[src/rtl/packet_merger_monitor.sv]
// packet_merger_monitor
// Passive protocol monitor for the packet merger datapath. It follows each
// packet from message acceptance to its final UART segment, counts events
// and raises sticky violation flags. Nothing is driven back into the datapath.
//
// Optional feature macro: PACKET_MONITOR_PAYLOAD_CHECK_EN
//   defined   - the message is captured and each payload beat is compared
//               against it (MSB segment first); a mismatch sets err_payload.
//   undefined - no capture register or comparator; err_payload is tied to 0.
//
// Ports
//   clk, reset        rising-edge clock, synchronous active-high reset
//   clear_errors      clears all sticky flags (counters unaffected)
//   message_*         message input handshake and payload
//   uart_*            UART segment handshake and payload
//   crc_*             CRC engine control (only crc_clear is checked)
//   packet_count      completed packets, saturating
//   beat_count        accepted UART beats inside packets, saturating
//   beat_index        current beat within the packet
//   busy              high while a packet is streaming
//   err_*             sticky violation flags
module packet_merger_monitor #(
  parameter int DATA_LENGTH    = 8,
  parameter int MESSAGE_LENGTH = 48,
  parameter int CRC_LENGTH     = 8,
  parameter int SEGMENT_COUNT  = (MESSAGE_LENGTH + CRC_LENGTH) / DATA_LENGTH,
  parameter int COUNTER_WIDTH  = 16
) (
  input  logic                             clk,
  input  logic                             reset,
  input  logic                             clear_errors,
  input  logic                             message_valid,
  input  logic                             message_ready,
  input  logic [MESSAGE_LENGTH-1:0]        message_data,
  input  logic                             uart_valid,
  input  logic                             uart_ready,
  input  logic [DATA_LENGTH-1:0]           uart_data,
  input  logic                             crc_clear,
  input  logic                             crc_valid,
  input  logic                             crc_ready,
  output logic [COUNTER_WIDTH-1:0]         packet_count,
  output logic [COUNTER_WIDTH-1:0]         beat_count,
  output logic [$clog2(SEGMENT_COUNT)-1:0] beat_index,
  output logic                             busy,
  output logic                             err_overlap,
  output logic                             err_orphan_beat,
  output logic                             err_msg_stall,
  output logic                             err_uart_stall,
  output logic                             err_crc_no_clear,
  output logic                             err_payload
);

  localparam int IW        = $clog2(SEGMENT_COUNT);
  localparam int MSG_BEATS = MESSAGE_LENGTH / DATA_LENGTH;
  localparam logic [IW-1:0] LAST_BEAT = IW'(SEGMENT_COUNT - 1);

  typedef enum logic {IDLE, STREAM} state_t;

  state_t stateQ, stateD;

  logic msgHs, uartHs, finalBeat;
  logic overlapViol, orphanViol, crcViol, msgStallViol, uartStallViol;

  // Clear seen since the last final beat (or reset).
  logic crcSeen;

  // One-cycle history for the stall checks.
  logic                      msgStallQ, uartStallQ;
  logic [MESSAGE_LENGTH-1:0] msgDataQ;
  logic [DATA_LENGTH-1:0]    uartDataQ;

  // CRC engine handshake is observed but carries no rule of its own.
  logic unusedCrcHs;
  assign unusedCrcHs = crc_valid & crc_ready;

  assign msgHs     = message_valid && message_ready;
  assign uartHs    = uart_valid && uart_ready;
  assign finalBeat = (stateQ == STREAM) && uartHs && (beat_index == LAST_BEAT);

  assign overlapViol   = (stateQ == STREAM) && msgHs && !finalBeat;
  assign orphanViol    = (stateQ == IDLE) && uartHs;
  // A clear recorded before this cycle's final beat belongs to the old packet.
  assign crcViol       = msgHs && !crc_clear && !(crcSeen && !finalBeat);
  assign msgStallViol  = msgStallQ && (!message_valid || message_data != msgDataQ);
  assign uartStallViol = uartStallQ && (!uart_valid || uart_data != uartDataQ);

  assign busy = (stateQ == STREAM);

  always_comb begin
    stateD = stateQ;
    case (stateQ)
      IDLE:    if (msgHs) stateD = STREAM;
      STREAM:  if (finalBeat && !msgHs) stateD = IDLE;
      default: stateD = IDLE;
    endcase
  end

  always_ff @(posedge clk) begin
    if (reset) begin
      stateQ           <= IDLE;
      packet_count     <= '0;
      beat_count       <= '0;
      beat_index       <= '0;
      crcSeen          <= 1'b0;
      msgStallQ        <= 1'b0;
      uartStallQ       <= 1'b0;
      msgDataQ         <= '0;
      uartDataQ        <= '0;
      err_overlap      <= 1'b0;
      err_orphan_beat  <= 1'b0;
      err_msg_stall    <= 1'b0;
      err_uart_stall   <= 1'b0;
      err_crc_no_clear <= 1'b0;
    end else begin
      stateQ <= stateD;

      if (msgHs) begin
        beat_index <= '0;
      end else if ((stateQ == STREAM) && uartHs) begin
        beat_index <= finalBeat ? '0 : beat_index + 1'b1;
      end

      if ((stateQ == STREAM) && uartHs && (beat_count != '1))
        beat_count <= beat_count + 1'b1;
      if (finalBeat && (packet_count != '1))
        packet_count <= packet_count + 1'b1;

      if (crc_clear)      crcSeen <= 1'b1;
      else if (finalBeat) crcSeen <= 1'b0;

      msgStallQ  <= message_valid && !message_ready;
      uartStallQ <= uart_valid && !uart_ready;
      msgDataQ   <= message_data;
      uartDataQ  <= uart_data;

      err_overlap      <= (err_overlap      && !clear_errors) || overlapViol;
      err_orphan_beat  <= (err_orphan_beat  && !clear_errors) || orphanViol;
      err_msg_stall    <= (err_msg_stall    && !clear_errors) || msgStallViol;
      err_uart_stall   <= (err_uart_stall   && !clear_errors) || uartStallViol;
      err_crc_no_clear <= (err_crc_no_clear && !clear_errors) || crcViol;
    end
  end

`ifdef PACKET_MONITOR_PAYLOAD_CHECK_EN
  logic [MESSAGE_LENGTH-1:0] captured;
  logic [DATA_LENGTH-1:0]    expSeg;
  logic                      payloadViol;

  // Shift form of the MSB-first segment select; only used for k < MSG_BEATS.
  assign expSeg = DATA_LENGTH'(captured >> (MESSAGE_LENGTH - (int'(beat_index) + 1) * DATA_LENGTH));
  assign payloadViol = (stateQ == STREAM) && uartHs && (int'(beat_index) < MSG_BEATS) &&
                       (uart_data != expSeg);

  always_ff @(posedge clk) begin
    if (reset) begin
      captured    <= '0;
      err_payload <= 1'b0;
    end else begin
      if (msgHs) captured <= message_data;
      err_payload <= (err_payload && !clear_errors) || payloadViol;
    end
  end
`else
  assign err_payload = 1'b0;
`endif

endmodule

[config.mk]
export PLATFORM = sky130hd
export DESIGN_NAME = packet_merger_monitor
export DESIGN_NICKNAME = d
export VERILOG_FILES = /design/src/rtl/packet_merger_monitor.sv
export SDC_FILE = /design/constraint.sdc
export NUM_CORES = 1
export LEC_CHECK = 0
export BUFFER_PORTS_ARGS = -buffer_cell sky130_fd_sc_hd__buf_2
export CELL_PAD_IN_SITES_DETAIL_PLACEMENT = 0
export CELL_PAD_IN_SITES_GLOBAL_PLACEMENT = 1
export CORE_ASPECT_RATIO = 0.7
export CORE_MARGIN = 4
export CORE_UTILIZATION = 41
export CTS_BUF_LIST = sky130_fd_sc_hd__clkbuf_2
export DETAILED_ROUTE_END_ITERATION = 10
export GPL_TIMING_DRIVEN = 1
export PLACE_DENSITY_LB_ADDON = 0.1
export SYNTH_ARGS = -nofsm -noshare
export SYNTH_HDL_FRONTEND = slang
export SYNTH_SLANG_ARGS = --single-unit
[constraint.sdc]
create_clock -name clk -period 2.25 [get_ports clk]
set_input_delay 0.45 -clock clk [delete_from_list [all_inputs] [get_ports clk]]
set_output_delay 0.45 -clock clk [all_outputs]
set_load 0.01 [all_outputs]
### Word level (Yosys, flattened, before mapping)

Index checks and enable logic that the tools add are counted.

| cells by class | value |
|---|---|
| muxes and demuxes | 6 |
| add/subtract/negate cells | 3 |
| reduce and logical (&&, ||, !) cells | 40 |
| bitwise gates (word level) | 1 |
| equality and inequality tests | 5 |

Operator list:

| kind | count |
|---|---|
| 48-bit != test | 1 |
| 16-bit by 1-bit adder with 16-bit output, second input constant | 2 |
| 16-bit != test, second input constant | 2 |
| 1-bit logical AND | 22 |
| 1-bit logical NOT | 9 |
| 8-bit != test | 1 |
| 1-bit logical OR | 7 |
| 1-bit 2-to-1 mux | 4 |
| 3-bit by 1-bit adder with 3-bit output, second input constant | 1 |
| 3-bit == test, second input constant | 1 |
| 3-bit 2-to-1 mux | 1 |
| 1-bit one-hot mux with 2 select lines | 1 |
| 2-bit nonzero test | 1 |
| 2-bit OR reduction | 1 |
| 1-bit inverter | 1 |

| storage, ports and cells | value |
|---|---|
| input bits | 66 |
| register bits | 100 |
| output and inout port bits | 42 |
| logic and storage cells | 69 |

### Longest topological paths before layout

| depth | value |
|---|---|
| word-level depth | 8 |
| depth in mapped cells | 7 |
| gate-level depth less buffers | 7 |

### Least setup slack after synthesis

No wires, ideal clock.

| timing path | value |
|---|---|
| path kind | reg-to-reg |
| from | register packet_count[0] |
| to | register packet_count[5] |
| setup time | 0.128 ns |
| path slack | 0.589 ns |
| path buffers | 0 |
| arrival | 1.533 ns |
| stages on the path, launching flop included | 7 |
| clock period less this slack | 1.661 ns |
| required time | 2.122 ns |
| path through | dfxtp_1 > ha_1 > nand3_1 > nor4_4 > nor4b_1 > xnor2_1 > nor2_1 |

| between the ends | value |
|---|---|
| longest elaborated chain between the ends | 2 |
| elaborated cells on any way between the ends | 3 |
| classes of those cells | add/sub (1); eq/ne (1); reduce/logical (1) |

Ends and longest elaborated chain:

| element | RTL line | RTL |
|---|---|---|
| from (decl) | 41 | `output logic [COUNTER_WIDTH-1:0] packet_count,` |
| from (signal assigned) | 126 | `packet_count <= packet_count + 1'b1;` |
| branches (longest 2 deep; another with 16-bit by 1-bit adder with 16-bit output) | - |  |

Several ways; the timed one is not identified.
A chain may end at the register's enable or synchronous reset.

### Worst setup path after layout

| timing path | value |
|---|---|
| from | input uart_ready |
| to | register packet_count[5] |

| between the ends | value |
|---|---|
| longest elaborated chain between the ends | 4 |

Ends and longest elaborated chain:

| element | RTL line | RTL |
|---|---|---|
| from (decl) | 36 | `input logic uart_ready,` |
| 1-bit logical AND | 77 | `assign uartHs = uart_valid && uart_ready;` |
| 1-bit logical AND (2 in series) | 78 | `assign finalBeat = (stateQ == STREAM) && uartHs && (beat_index == LAST_BEAT);` |
| 1-bit logical AND | 125 | `if (finalBeat && (packet_count != '1))` |

No other way between the ends.

==> out/metrics.cfg <==
[status]
outcome = finished, final reports clean

[floorplan]
die_y_um = 92.1
die_w_um = 128
start_util = 0.424
dieArea_sq_um = 11800
num_rows = 30
io_pins = 108
core_sq_um = 9760

[placement]
dp_hpwl_um = 6520
place_ws_ns = 0.259
port_buffers = 104
gp_congestion = 0.719
dpl_cell_area_sq_um = 4790
dpl.cell_count = 646

[yosys]
synth-seq-cells = 100
netlist_top_cells_count = 100 x dfxtp_1, 56 x nor2b_1, 48 x xnor2_1, 40 x nor2_1, 33 x xor2_1
avgSynthCellArea_sq_um = 9.74
syn_nets = 495
yosysWarnings = 0
synth_ff_type = dfxtp_1
netlist.area_leader.share = 0.484
synth_edf_count = 0
syn-cell-area_sq_um = 4140
synth.largest_area_cell = dfxtp_1
synthCells = 425
synthTopCellsByArea = dfxtp_1 48%, xnor2_1 10%, nor2b_1 8.5%
synthArstFlopShare = 0
yosysSeqAreaShare = 0.484
ys_types = 41
synthMostInstantiatedCell = dfxtp_1

[finish]
layout-drive-gt1-share = 0.247
design_area_sq_um = 4940
antenna_cells = 0
nets = 600
fin_cells = 663
fin_util = 0.506
area_growth_syn_to_layout_pct = 19.3

[clock_network]
post_cts_buffers = 0
clk_pin_slew_ns = 0.28
clk_path_buf_depth = 2
cts_tree = built
cts_htree_levels = 3
cts_buffers = 9
cts-root-buf = clkbuf_2
insertion_delay_ns = 0.53
cts.sinks = 100

[sta]
setup_viol = 0
hold_viol = 0
period_needed_ns = 1.92
slew_violations = 0
fin_ws_ns = 0.333
max_freq_mhz = 522
skew_ns = 0.0188
fin_crit_sh = 0.852
rsz0062_at_grt = false
tightest_slew_ns = 0.610
tns_ns = 0
slew_headroom = 0.590
holdWs_ns = 0.105

[pwr]
pwr-share-comb = 0.088
swShare = 0.239
power.leakage_nw = 2.02
power.density_nw_per_um2 = 626
seqPwrFrac = 0.604
pwr-share-clk = 0.308
report.power.total_mw = 3.09
p_int_mw = 2.36
switchingPower_mw = 0.738
vdd_drop_max_v = 0.000392

[worst_hold_path]
hold_path_class = in -> reg

[worst_setup_path]
path_max_fanout = 11
crit_path_end_kind = register
worstSetupPathType = in -> reg
cp.arrival_ns = 2.36
crit_path_start_kind = input pin
crit_required_ns = 2.70

[routing]
dr.pass1.iters = 4
topRoutingLayerUsed = met4
wirelength_um = 8780
wl_met1_um = 4460
first_iter_violations = 102
wl_per_cell_um = 13.2
vias = 3168
dr_wl_met3_um = 522
antenna_left = 0
met2_length_um = 3710
drc = 0
via_per_inst = 4.78

[grt]
grt_max_degree = 36
grt-ovfl-total = 0
grt_pass1_vias = 2929
grt_util_all_layers = 0.150
antenna_found_initial = 0
grt_pass1_wl_um = 14200

[flow_run]
cap_viol_max_count = 0

==> registers in the layout, summed over array words and instances (netlist names), 3 cells and up <==
signal / count
beat_count: 16
msgDataQ: 48
uartDataQ: 8
beat_index: 3
packet_count: 16
==> critical path, stage by stage <==
cell,delay [ns]
dlygate4sd3_1,0.51
buf_2,0.12
and3_1,0.32
nand3_2,0.29
nor4b_1,0.44
xnor2_1,0.17
nor2_1,0.05
==> cell type report <==
cell class	instances	area [sq um]
clock inverter	6	88.8
multi-input combinational	307	2050
inverter	3	11.3
timing repair buffer	109	573
sequential	100	2000
tap	128	160
fill	989	4820
clock buffer	10	50.0
==> power by group through the flow <==
| stage | Sequential, mW | Clock [mW] | Combinational (mW) |
|---|---|---|---|
| global placement | 1.90 | 0 | 0.270 |
| finish | 1.87 | 0.954 | 0.273 |
| global route | 1.88 | 1.08 | 0.309 |
| detailed placement | 1.90 | 0 | 0.275 |
| floorplan | 1.90 | 0 | 0.160 |
| CTS | 1.87 | 1.01 | 0.278 |
==> cell families after synthesis <==
group	count (synthesis)	share of synthesized area
other	1	0.000906
AO/OA/AOI/OAI	25	0.0351
flip-flops	100	0.484
AND/OR/NAND/NOR	193	0.269
buffers and inverters	18	0.0203
XOR/XNOR	81	0.171
adder cells (fa/ha/maj)	4	0.0121
multiplexers	3	0.00726
==> routing by layer <==
metal,up-vias,global-route usage
met5,-,0
met4,0,0.0380
met3,8,0.0530
met2,69,0.224
met1,1442,0.207
li1,1649,-
==> repair_timing <==
action,in CTS,in global routing
hold buffers,1,0
resized for setup,0,0
setup endpoints to repair,0,0
endpoints found under the hold margin,1,0
==> final timing paths <==
| check | cells after the start | slack (ns) | startpoint | endpoint |
|---|---|---|---|---|
| worst min-delay path | 2 | 0.10 | message_data[32] | msgDataQ[32] |
| worst max register to register | 6 | 0.36 | packet_count[0] | packet_count[0] |
| worst min register to register | 2 | 0.48 | err_overlap | err_overlap |
| worst max-delay path | 7 | 0.33 | uart_ready | packet_count[5] |
==> layout by cell type, fill, tap and decap left out, types with 2 or more instances in the layout <==
cell type | Yosys | layout
nor3b_1 | 4 | 4
and4_1 | 3 | 3
nor2_1 | 40 | 40
nand2_1 | 14 | 14
nand4_1 | 23 | 23
buf_2 | 1 | 104
and3_1 | 3 | 3
xnor2_1 | 48 | 48
nand3_1 | 16 | 16
inv_1 | 3 | 3
nor2b_1 | 56 | 56
nor4_1 | 6 | 6
or3_1 | 3 | 3
clkbuf_2 | 0 | 10
nor4_2 | 6 | 6
mux2i_1 | 3 | 3
xor2_1 | 33 | 33
o21ai_0 | 5 | 5
a21oi_1 | 12 | 12
ha_1 | 4 | 4
dfxtp_1 | 100 | 100
a31oi_1 | 2 | 2
bufinv_16 | 0 | 2
nor3_1 | 11 | 11
buf_4 | 2 | 3
clkinv_4 | 0 | 2
No activity file was read; power rests on OpenSTA's default activity.
